--- src/rtl/switch_debouncer.sv ---
// Debouncer for 10 slide switches and 2 active-low push-buttons: per-input
// two-flop synchronizer, 20-bit stability counter, edge pulses and switch decode.
module switch_debouncer #(
    parameter int DEBOUNCE_CYCLES = 500000
) (
    input  logic       clk,
    input  logic       reset,
    input  logic [9:0] SW,
    input  logic       viewKey,
    input  logic       clearKey,
    output logic [9:0] swClean,
    output logic [9:0] swRise,
    output logic [9:0] swFall,
    output logic [3:0] swCount,
    output logic       swOneHot,
    output logic [3:0] swIndex,
    output logic       viewBestTime,
    output logic       clearBest,
    output logic       clearPress
);

    localparam int          NUM_IN    = 12;
    // Switches idle low, keys idle high (released).
    localparam logic [11:0] RESET_VAL = 12'hC00;
    localparam logic [19:0] LAST_CNT  = 20'(DEBOUNCE_CYCLES - 1);

    logic [NUM_IN-1:0] raw;
    logic [NUM_IN-1:0] clean_vec;
    logic [NUM_IN-1:0] prev_vec;

    assign raw = {clearKey, viewKey, SW};

    generate
        for (genvar gi = 0; gi < NUM_IN; gi++) begin : g_chan
            logic        sync1_reg;
            logic        sync2_reg;
            logic        clean_reg;
            logic        prev_reg;
            logic [19:0] cnt_reg;

            always_ff @(posedge clk or negedge reset) begin
                if (!reset) begin
                    sync1_reg <= RESET_VAL[gi];
                    sync2_reg <= RESET_VAL[gi];
                    clean_reg <= RESET_VAL[gi];
                    prev_reg  <= RESET_VAL[gi];
                    cnt_reg   <= 20'd0;
                end else begin
                    sync1_reg <= raw[gi];
                    sync2_reg <= sync1_reg;
                    prev_reg  <= clean_reg;
                    // Any cycle matching the accepted level restarts the stability window.
                    if (sync2_reg == clean_reg) begin
                        cnt_reg <= 20'd0;
                    end else if (cnt_reg == LAST_CNT) begin
                        clean_reg <= sync2_reg;
                        cnt_reg   <= 20'd0;
                    end else begin
                        cnt_reg <= cnt_reg + 20'd1;
                    end
                end
            end

            assign clean_vec[gi] = clean_reg;
            assign prev_vec[gi]  = prev_reg;
        end
    endgenerate

    assign swClean      = clean_vec[9:0];
    assign swRise       = clean_vec[9:0] & ~prev_vec[9:0];
    assign swFall       = ~clean_vec[9:0] & prev_vec[9:0];
    assign viewBestTime = clean_vec[10];
    assign clearBest    = clean_vec[11];
    assign clearPress   = prev_vec[11] & ~clean_vec[11];

    logic [3:0] count_next;
    logic [3:0] index_next;

    always_comb begin
        count_next = 4'd0;
        for (int i = 0; i < 10; i++) begin
            count_next = count_next + {3'b000, swClean[i]};
        end
    end

    assign swOneHot = (count_next == 4'd1);

    always_comb begin
        index_next = 4'd15;
        if (swOneHot) begin
            for (int i = 0; i < 10; i++) begin
                if (swClean[i]) begin
                    index_next = 4'(i);
                end
            end
        end
    end

    assign swCount = count_next;
    assign swIndex = index_next;

endmodule

--- config.mk ---
export PLATFORM = sky130hd
export DESIGN_NAME = switch_debouncer
export DESIGN_NICKNAME = d
export VERILOG_FILES = /design/src/rtl/switch_debouncer.sv
export SDC_FILE = /design/constraint.sdc
export NUM_CORES = 1
export LEC_CHECK = 0
export ABC_AREA = 1
export CORE_UTILIZATION = 45
export CTS_CLUSTER_SIZE = 10
export DETAILED_ROUTE_END_ITERATION = 10
export SYNTH_ARGS = -nofsm -noshare
export SYNTH_HDL_FRONTEND = slang
export SYNTH_SLANG_ARGS = --single-unit
--- constraint.sdc ---
create_clock -name clk -period 8.6 [get_ports clk]
set_clock_uncertainty 0.05 [all_clocks]
set_input_delay 2.58 -clock clk [delete_from_list [all_inputs] [get_ports clk]]
set_output_delay 2.58 -clock clk [all_outputs]
set_load 0.01 [all_outputs]
==> impl_metrics.csv <==
group,metric,value,unit
status,outcome,"complete, no violations",
pwr,switching_power,0.0006474,W
timing,slew_violations,0,
worst_hold_path,hp-class,"reg -> reg",
synthesis,syn_area_per_cell,7.491,um^2
job,maxCapViolCount,0,
timing,setup_viol,0,
worst_setup_path,r2r-end,"g_chan[7].cnt_reg[18]$_DFF_PN0_",
clock_network,clock_latency,0.53,ns
floorplan,die_w,189.2,um
layout,fin_nets,2221,
clock_network,htree_levels,2,
clock_network,clkSinkCount,287,
drt,drt_iter0_markers,659,
synthesis,async_reset_ff_frac,1.000,
clock_network,clk_pin_slew,0.05,ns
layout,largest_reg_flops,240,
layout,seq_area,7191,um^2
layout,num-fill-cells,3386,
layout,area_delta_synth_final,13.93,%
synthesis,ys_ff_latch,287,
layout,postLayoutCoreUtil,0.5203,
synthesis,netlist_instances,2106,
grt,grt_start_max_net_pins,153,
floorplan,rows,68,
timing,clock.fmax,140.8,MHz
pwr,combPwrFrac,0.029,
drt,antenna_left,0,
timing,slew_headroom,0.2746,
clock_network,cts_made_buffers,38,
worst_setup_path,rr_startpoint,"g_chan[7].clean_reg$_DFFE_PN0P_",
synthesis,ys_warn_count,0,
timing,finalSetupTns,0,ns
floorplan,ios,56,
placement,gp_congestion,0.9179,
placement,place_ws,2.038,ns
worst_setup_path,crit_path_max_incr_delay,0.60,ns
synthesis,synthFlopType,"dfrtp_1",
floorplan,coreArea,34540,um^2
synthesis,syn_nets,2142,
timing,period_share,0.8260,
synthesis,synth-edff-count,0,
timing,hold_slack,0.2958,ns
worst_setup_path,end_kind,"output port",
synthesis,synth_cell_type_count,34,
worst_setup_path,rrSetupSlack,6.56,ns
drt,drc,0,
timing,rsz0062_at_grt,"no",
grt,grt_pass1_wl,61680,um
worst_setup_path,critPathKind,"reg -> out",
drt,vias,13320,
drt,wl,35340,um
placement,dpl.hpwl,25700,um
pwr,power_density,163.9,nW/um^2
pwr,power_frac_seq,0.471,
synthesis,yosysSeqAreaShare,0.4558,
worst_setup_path,crit_family,"adder cells",
worst_setup_path,path_depth,14,
clock_network,cts_root_buffer,"clkbuf_16",
grt,grt_pass1_vias,12950,
drt,drtPass1Iterations,5,
pwr,power.internal,0.002298,W
worst_setup_path,cp_common_cell,"fa_1",
drt,wl_per_cell,13.28,um
placement,port_buffers,55,
clock_network,cts_tree,"built",
pwr,netSwitchingFraction,0.2198,
layout,instances_no_fill,2661,
pwr,pwr-share-clk,0.500,
pwr,peakVddDrop,0.0001503,V
synthesis,syn_area,15780,um^2
layout,diodes,0,
worst_setup_path,cp-startpoint,"g_chan[5].clean_reg$_DFFE_PN0P_",
floorplan,die-area,35810,um^2
floorplan,die-height,189.2,um
timing,hold_viol,0,
drt,viasPerCell,5.007,
clock_network,clock_path_buffers,3,
timing,fin_ws,1.496,ns
worst_setup_path,critPathCapture,"swIndex[3]",
clock_network,cts.repair.resized,0,
grt,grt_use_total,0.2076,
pwr,leakagePower,7.783,nW
worst_setup_path,worstPathArrival,4.47,ns
timing,fin_crit,7.104,ns
layout,multi_input_area,7450,um^2
worst_setup_path,cp_num_buf_inv,4,
worst_setup_path,cp_max_fo,8,
grt,antenna_found_initial,0,
placement,dpl.cell_count,2600,
worst_setup_path,cp_slowest_cell,"fa_1",
worst_setup_path,crit_chain,"inv_1, fa_1, fa_1, fa_1, inv_1, ha_1, inv_1, fa_1, xor2_1, nor2_1, nand3_1, nor2_1, o21ai_0, clkdlybuf4s50_1",
layout,drive_above_1_share,0.06029,
clock_network,cts.hold.buffers_added,0,
timing,tightestPinTransition,1.080,ns
worst_setup_path,critical_path_required,5.97,ns
worst_setup_path,r2r_cells,4,
floorplan,initial_utilization,0.4567,
grt,overflow,0,
clock_network,post_cts_buffers,0,
worst_setup_path,cp-start-kind,"flop",
[cells by family after synthesis]
logic type | after synthesis | share of synthesized area
buffers and inverters | 288 | 0.07194
DFF | 287 | 0.4558
AOI/OAI and AO/OA | 78 | 0.02689
and+or+nand+nor | 1316 | 0.3593
adders and majority gates | 22 | 0.02030
xor gates and xnor gates | 115 | 0.06575
[cell usage in the layout, fill, tap and decap left out, types with 42 or more instances in the layout]
| cell type | n |
|---|---|
| nand3_1 | 230 |
| nor2_1 | 528 |
| xor2_1 | 84 |
| dfrtp_1 | 280 |
| clkdlybuf4s50_1 | 54 |
| inv_1 | 262 |
| nand4_1 | 42 |
| o21ai_0 | 42 |
| nand2_1 | 393 |
[final cells by class]
cell class | count | share of cell area
well taps | 455 | 0.03168
inverters | 268 | 0.05597
clock buffers | 52 | 0.06036
clock inverters | 9 | 0.004107
flip-flops and latches | 287 | 0.4001
multi-input cells | 1531 | 0.4145
repair buffers | 59 | 0.03328
[power by group through the flow]
stage	combinational, W	clock [W]	sequential (W)
floorplan	0.0000405	0	0.00141
global placement	0.0000871	0	0.00141
detailed placement	0.0000888	0	0.00141
CTS	0.0000891	0.00153	0.00139
global route	0.000101	0.00158	0.00139
finish	0.0000846	0.00147	0.00139
[per-stage QoR]
stage / cell area (um^2) / power (W)
2_1_floorplan: 15780 / 0.001446
3_3_place_gp: 16810 / 0.001496
3_5_place_dp: 16810 / 0.001498
4_1_cts: 17970 / 0.003002
5_1_grt: 17970 / 0.003067
6_report: 17970 / 0.002945
[metal layers]
metal | wire length, um | vias up | part of all wire | global-route usage
li1 | - | 6765 | - | -
met1 | 16850 | 6247 | 0.48 | 0.2794
met2 | 16020 | 241 | 0.45 | 0.3401
met3 | 1434 | 71 | 0.041 | 0.03058
met4 | 1034 | 0 | 0.029 | 0.07537
met5 | 0 | - | 0 | 0
[cells in the mapped netlist (2+ instances only)]
library cell  count  area share
o21ai_0          42       0.013
buf_4            11      0.0052
nand3b_1          7      0.0033
fa_1              6      0.0076
nor2_4            5      0.0036
nand2_2          16      0.0063
dfrtp_1         280        0.44
nor3b_2           2      0.0016
inv_2             6      0.0014
dfstp_2           7       0.012
nor4_1            2     0.00079
xnor2_2           2      0.0021
buf_2             4      0.0013
xor2_1           84       0.047
clkbuf_1          4     0.00095
nand4_1          42       0.017
ha_1             16       0.013
nor3_1           39       0.012
nor3b_1          18      0.0086
nand2_1         393       0.094
o21bai_1          9      0.0043
nor2_2           32       0.013
xor2_2            2      0.0021
o21ai_1           4      0.0013
a21oi_1          18      0.0057
nor2_1          528        0.13
inv_1           262       0.062
o21a_1            4      0.0019
nand3_1         230       0.073
xnor2_1          27       0.015
[how the worst min path moves through the flow]
stage                                  startpoint                             to  cells after the start
finish              g_chan[0].sync1_reg$_DFF_PN0_  g_chan[0].sync2_reg$_DFF_PN0_                      0
CTS                 g_chan[0].sync1_reg$_DFF_PN0_  g_chan[0].sync2_reg$_DFF_PN0_                      0
floorplan           g_chan[0].sync1_reg$_DFF_PN0_  g_chan[0].sync2_reg$_DFF_PN0_                      0
global placement    g_chan[0].sync1_reg$_DFF_PN0_  g_chan[0].sync2_reg$_DFF_PN0_                      0
global route        g_chan[0].sync1_reg$_DFF_PN0_  g_chan[0].sync2_reg$_DFF_PN0_                      0
detailed placement  g_chan[0].sync1_reg$_DFF_PN0_  g_chan[0].sync2_reg$_DFF_PN0_                      0
Power figures use the tool's default switching activity.
